`config.mk`:
```
export PLATFORM = sky130hd
export DESIGN_NAME = clk_div_prog
export DESIGN_NICKNAME = d
export VERILOG_FILES = /design/src/rtl/clk_div_pkg.sv /design/src/rtl/clk_div_phase_gen.sv /design/src/rtl/clk_div_prog.sv
export SDC_FILE = /design/constraint.sdc
export NUM_CORES = 1
export LEC_CHECK = 0
export CORE_ASPECT_RATIO = 0.75
export CORE_MARGIN = 8
export CORE_UTILIZATION = 40
export CTS_CLUSTER_DIAMETER = 200
export DETAILED_ROUTE_END_ITERATION = 10
export PLACE_DENSITY = 0.58
export SLEW_MARGIN = 0
export SYNTH_ARGS = -nofsm -noshare
export SYNTH_HDL_FRONTEND = slang
export SYNTH_SLANG_ARGS = --single-unit
```
`constraint.sdc`:
```
create_clock -name i_clk -period 3.7 [get_ports i_clk]
set_input_delay 0.555 -clock i_clk [delete_from_list [all_inputs] [get_ports i_clk]]
set_output_delay 0.555 -clock i_clk [all_outputs]
set_load 0.02 [all_outputs]
```
`src/rtl/clk_div_pkg.sv`:
```
// rtl/clk_div_pkg.sv - shared constants and helpers for the programmable clock divider
package clk_div_pkg;

    localparam int MIN_DIV_RATIO = 2;
    localparam int DEFAULT_WIDTH = 8;

    // Number of whole source cycles the posedge phase flop stays high for ratio n.
    function automatic int unsigned half_ratio(input int unsigned n);
        return n >> 1;
    endfunction

endpackage

```
`src/rtl/clk_div_phase_gen.sv`:
```
// rtl/clk_div_phase_gen.sv - negedge phase flop, odd/even combine and bypass output mux
module clk_div_phase_gen (
    input  logic clk,
    input  logic rst_n,
    input  logic q_pos,
    input  logic odd,
    input  logic bypass,
    output logic div_clk
);

    logic q_neg;

    always_ff @(negedge clk or negedge rst_n) begin
        if (!rst_n) begin
            q_neg <= 1'b0;
        end else begin
            q_neg <= q_pos;
        end
    end

    // Odd ratios stretch the high phase by half a source cycle via the negedge copy.
    assign div_clk = bypass ? clk : (odd ? (q_pos | q_neg) : q_pos);

endmodule

```
`src/rtl/clk_div_prog.sv`:
```
// rtl/clk_div_prog.sv - runtime-programmable 50% duty integer clock divider
module clk_div_prog
    import clk_div_pkg::*;
#(
    parameter int WIDTH = DEFAULT_WIDTH
) (
    input  logic             i_clk,
    input  logic             i_rst_n,
    input  logic             i_clk_en,
    input  logic [WIDTH-1:0] i_div_ratio,
    output logic             o_div_clk,
    output logic             o_ratio_upd
);

    logic [WIDTH-1:0] r_ratio;
    logic [WIDTH-1:0] cnt;
    logic [WIDTH-1:0] next_ratio;
    logic [WIDTH-1:0] next_cnt;
    logic             r_en;
    logic             next_en;
    logic             bypass;
    logic             boundary;
    logic             q_pos;

    assign bypass   = !r_en || (r_ratio < WIDTH'(MIN_DIV_RATIO));
    assign boundary = bypass || (cnt == (r_ratio - WIDTH'(1)));

    // Settings are only sampled at period boundaries so the output never glitches.
    always_comb begin
        next_ratio = r_ratio;
        next_en    = r_en;
        next_cnt   = cnt + WIDTH'(1);
        if (boundary) begin
            next_ratio = i_div_ratio;
            next_en    = i_clk_en;
            next_cnt   = '0;
        end
    end

    always_ff @(posedge i_clk or negedge i_rst_n) begin
        if (!i_rst_n) begin
            r_ratio     <= '0;
            r_en        <= 1'b0;
            cnt         <= '0;
            q_pos       <= 1'b0;
            o_ratio_upd <= 1'b0;
        end else begin
            r_ratio     <= next_ratio;
            r_en        <= next_en;
            cnt         <= next_cnt;
            q_pos       <= (next_cnt < WIDTH'(half_ratio(32'(next_ratio))));
            o_ratio_upd <= boundary && ({i_clk_en, i_div_ratio} != {r_en, r_ratio});
        end
    end

    clk_div_phase_gen u_phase_gen (
        .clk     (i_clk),
        .rst_n   (i_rst_n),
        .q_pos   (q_pos),
        .odd     (r_ratio[0]),
        .bypass  (bypass),
        .div_clk (o_div_clk)
    );

endmodule

```
; ---- After elaboration in Yosys (flattened, before gate mapping)
; Index checks and enable logic that the tools add are counted.
[classes]
bitwise_logic = 1
muxes = 4
n_lt_le_gt_ge = 2
n_eq_ne = 2
reduce_logical = 4
n_addsub = 2
[ops]
columns = operator, count
row1 = $mux 8, 2
row2 = $ne 9x9->1, 1
row3 = $add 8x1->8 const B, 1
row4 = $eq 8x8->1, 1
row5 = $lt 8x2->1 const B, 1
row6 = $lt 8x7->1, 1
row7 = $sub 8x1->8 const B, 1
row8 = $logic_or 1x1->1, 2
row9 = $mux 1, 2
row10 = $logic_and 1x1->1, 1
row11 = $logic_not 1->1, 1
row12 = $or 1x1->1, 1
[word_totals]
input_bits = 11
out_inout_bits = 2
regBits = 20
elab_cells = 22

; ---- Logic depth before layout (Yosys ltp)
[logic_depth]
ltp_word = 5
ltp_mapped = 15

; ---- By module
; Synthesis repeated with hierarchy kept, for this count alone.
[hier_totals]
cells_unflattened = 143
area_unflattened_um2 = 1412.6
[modules_own_cells]
columns = mod, area_per_inst_um2, cells_per_inst, instances
row1 = clk_div_prog, 1366.3, 139, 1
row2 = clk_div_phase_gen, 46.3, 4, 1

==> impl_metrics.csv <==
group,metric,value,unit
worst_setup_path,rrSetupSlack,290,ps
outcome,status,"completed",
floorplan,fp.dieH,67.3,um
layout,drive_gt1_share,24.8,%
worst_setup_path,r2r_cells,14,
floorplan,num_rows,18,
detailed_routing,dr_wl_met3,121,um
power_and_ir_drop,irDropWorstVdd,0.000381,V
floorplan,io_pins,13,
power_and_ir_drop,powerDensity,920,nW/um^2
floorplan,dieArea,5670,um^2
min_path,min_from,"cnt[0]$_DFF_PN0_",
synthesis,synth_common_cells,"dfrtp_1, xnor2_1, xor2_1",
sta,tns,0,ps
worst_setup_path,crit_type,"flop to primary output",
grt,grt_pass1_vias,1129,
synthesis,syn_inst,127,
detailed_routing,drt_wl_total,3190,um
clocking,cts_hold_buffers,0,
worst_setup_path,end_kind,"primary output",
detailed_routing,top_layer_used,"met4",
layout,area_delta_synth_final,23.4,%
clocking,cts_tree,"yes",
synthesis,yosysWarnings,0,
grt,grtUsageTotal,12.7,%
grt,grt_antenna_before_repair,0,
layout,fin_nets,173,
worst_setup_path,arrival,3000,ps
grt,grt_pass1_wl,5620,um
sta,clock_skew,29.6,ps
detailed_routing,wl_per_cell,16.5,um
sta,worstMarginPinSlew,423,ps
worst_setup_path,timing.rr.end,"q_pos$_DFF_PN0_",
worst_setup_path,cp-start-kind,"flop",
place,dpl_cell_area,1610,um^2
synthesis,synth_top_area_share,33.9,%
place,place_hpwl,2430,um
synthesis,syn_avg_cell_area,11.0,um^2
detailed_routing,m1WireLength,1660,um
synthesis,synth_nets,146,
floorplan,die-width,84.3,um
detailed_routing,dr_wl_met2,1350,um
worst_setup_path,crit_slowest_cell,"dfrtn_1",
clocking,clk_pin_slew_worst_paths,80,ps
synthesis,synthesis.area,1400,um^2
worst_setup_path,r2r_start,"r_ratio[3]$_DFF_PN0_",
layout,postLayoutCellArea,1730,um^2
detailed_routing,drtIter0Drc,44,
sta,rsz0062_at_grt,"no",
worst_setup_path,slowest_delay,400,ps
sta,hold_viol,0,
synthesis,synth_cell_type_count,40,
min_path,min_path_cells,1,
floorplan,initial_utilization,42.3,%
synthesis,ys_seq_elements,20,
run,drv_cap,0,
power_and_ir_drop,p_leak,0.790,nW
worst_setup_path,crit_fanout,1,
synthesis,synthFlopType,"dfrtp_1",
synthesis,synth.area.top_cells,"dfrtp_1, xnor2_1, ha_1",
grt,gr-total-overflow,0,
synthesis,yosysSeqAreaShare,35.7,%
place,gp_congestion,0.818,
detailed_routing,vias,1025,
worst_setup_path,required,3140,ps
synthesis,synth_edf_count,0,
synthesis,yosysTopAreaCell,"dfrtp_1",
min_path,min_path_type,"flop to flop",
clocking,insertion_delay,400,ps
sta,slew_headroom,71.7,%
min_path,hold_path_end,"cnt[0]$_DFF_PN0_",
detailed_routing,viasPerCell,5.31,
detailed_routing,drtAntennaViolNets,0,
layout,antenna_cells,0,
detailed_routing,dr.pass1.iters,4,
synthesis,yosysMostFrequentCell,"dfrtp_1",
synthesis,async_flop_share,100,%
grt,grt_max_degree,20,
sta,setup_viol,0,
place,io_buffers,12,
floorplan,design.core.area,3310,um^2
worst_setup_path,path_cells,"a21oi_2 > o21ai_0 > buf_2",
sta,drv_slew,0,
detailed_routing,route.detailed.drc,0,
## per-layer routing
| layer | vias to the layer above | track usage (%) |
|---|---|---|
| li1 | 499 | - |
| met1 | 495 | 16.4 |
| met2 | 20 | 18.8 |
| met3 | 11 | 4.33 |
| met4 | 0 | 6.12 |
| met5 | - | 0 |
## placed cells by master, fill, tap and decap left out, drive strengths merged
| cell | instances |
|---|---|
| nand4 | 2 |
| mux2i | 6 |
| and2 | 6 |
| a311oi | 1 |
| or2 | 2 |
| nor4 | 2 |
| clkdlybuf4s50 | 11 |
| a221oi | 1 |
| nand2 | 5 |
| xor2 | 10 |
| o41ai | 1 |
| o21bai | 1 |
| a221o | 1 |
| ha | 8 |
| inv | 3 |
| clkbuf | 7 |
| a41oi | 1 |
| nor3 | 2 |
| xnor2 | 16 |
| a31oi | 1 |
| o31a | 1 |
| or4 | 1 |
| o21ai | 2 |
| buf | 13 |
| a21o | 2 |
| mux2 | 8 |
| nor2 | 1 |
| nor2b | 2 |
| a21oi | 4 |
| dfrtp | 19 |
| nand2b | 4 |
| and3 | 4 |
| a31o | 1 |
| dfrtn | 1 |
| nand3 | 3 |
## worst max-delay path by stage
stage                                      startpoint         endpoint  cells past startpoint
after detailed placement  u_phase_gen.q_neg$_DFF_NN0_        o_div_clk                      3
after floorplan                  r_ratio[3]$_DFF_PN0_  q_pos$_DFF_PN0_                     14
final                     u_phase_gen.q_neg$_DFF_NN0_        o_div_clk                      3
after global routing             r_ratio[1]$_DFF_PN0_  q_pos$_DFF_PN0_                     15
after global placement    u_phase_gen.q_neg$_DFF_NN0_        o_div_clk                      3
after CTS                 u_phase_gen.q_neg$_DFF_NN0_        o_div_clk                      3
## power by group
group | internal, mW | switching, mW | total [mW]
Clock | 0.169 | 0.107 | 0.276
Combinational | 0.459 | 0.415 | 0.874
Sequential | 0.315 | 0.125 | 0.440
Total | 0.943 | 0.648 | 1.59
## sequential cells by signal, summed over array words and instances, names as in the netlist
name               cells
cnt                    8
r_ratio                8
o_ratio_upd            1
q_pos                  1
r_en                   1
u_phase_gen.q_neg      1
## per-stage QoR
stage | std cells | hold slack [ps] | utilization (%) | setup WS [ps] | power, mW
2_1_floorplan | 127 | 259 | - | 205 | 1.08
3_3_place_gp | 184 | 562 | 48.5 | 131 | 1.29
3_5_place_dp | 184 | 573 | 48.5 | 119 | 1.31
4_1_cts | 191 | 586 | 51.5 | 29.7 | 1.59
5_1_grt | 193 | 619 | 52.2 | 11.0 | 1.73
6_report | 193 | 571 | 52.2 | 144 | 1.59
## timing repair
action / CTS / global route
buffers inserted: 0 / 2
endpoints found under the setup margin: 2 / 3
cloned: 0 / 0
pin swaps: 1 / 1
gates resized for setup: 4 / 2
## cell type report
cell class | count | area (um^2)
Multi-Input combinational cell | 99 | 853
Timing Repair Buffer | 23 | 213
Sequential cell | 20 | 500
Fill cell | 299 | 1580
Clock buffer | 8 | 101
Inverter | 3 | 11.3
Tap cell | 40 | 50.0
## logic make-up after synthesis
group / share of synthesized area [%]
DFF: 35.7
buffers and inverters: 3.66
and+or+nand+nor: 15.3
adders and majority gates: 7.14
muxes: 11.5
AOI/OAI and AO/OA: 10.4
xor gates and xnor gates: 16.2
## worst max-delay path: cells and delay by family (launching register included)
family / cells / cell delay [ps]
buffers and inverters: 1 / 180
AO/OA/AOI/OAI: 2 / 160
flip-flops: 1 / 400
(Power assumes the default switching activity.)
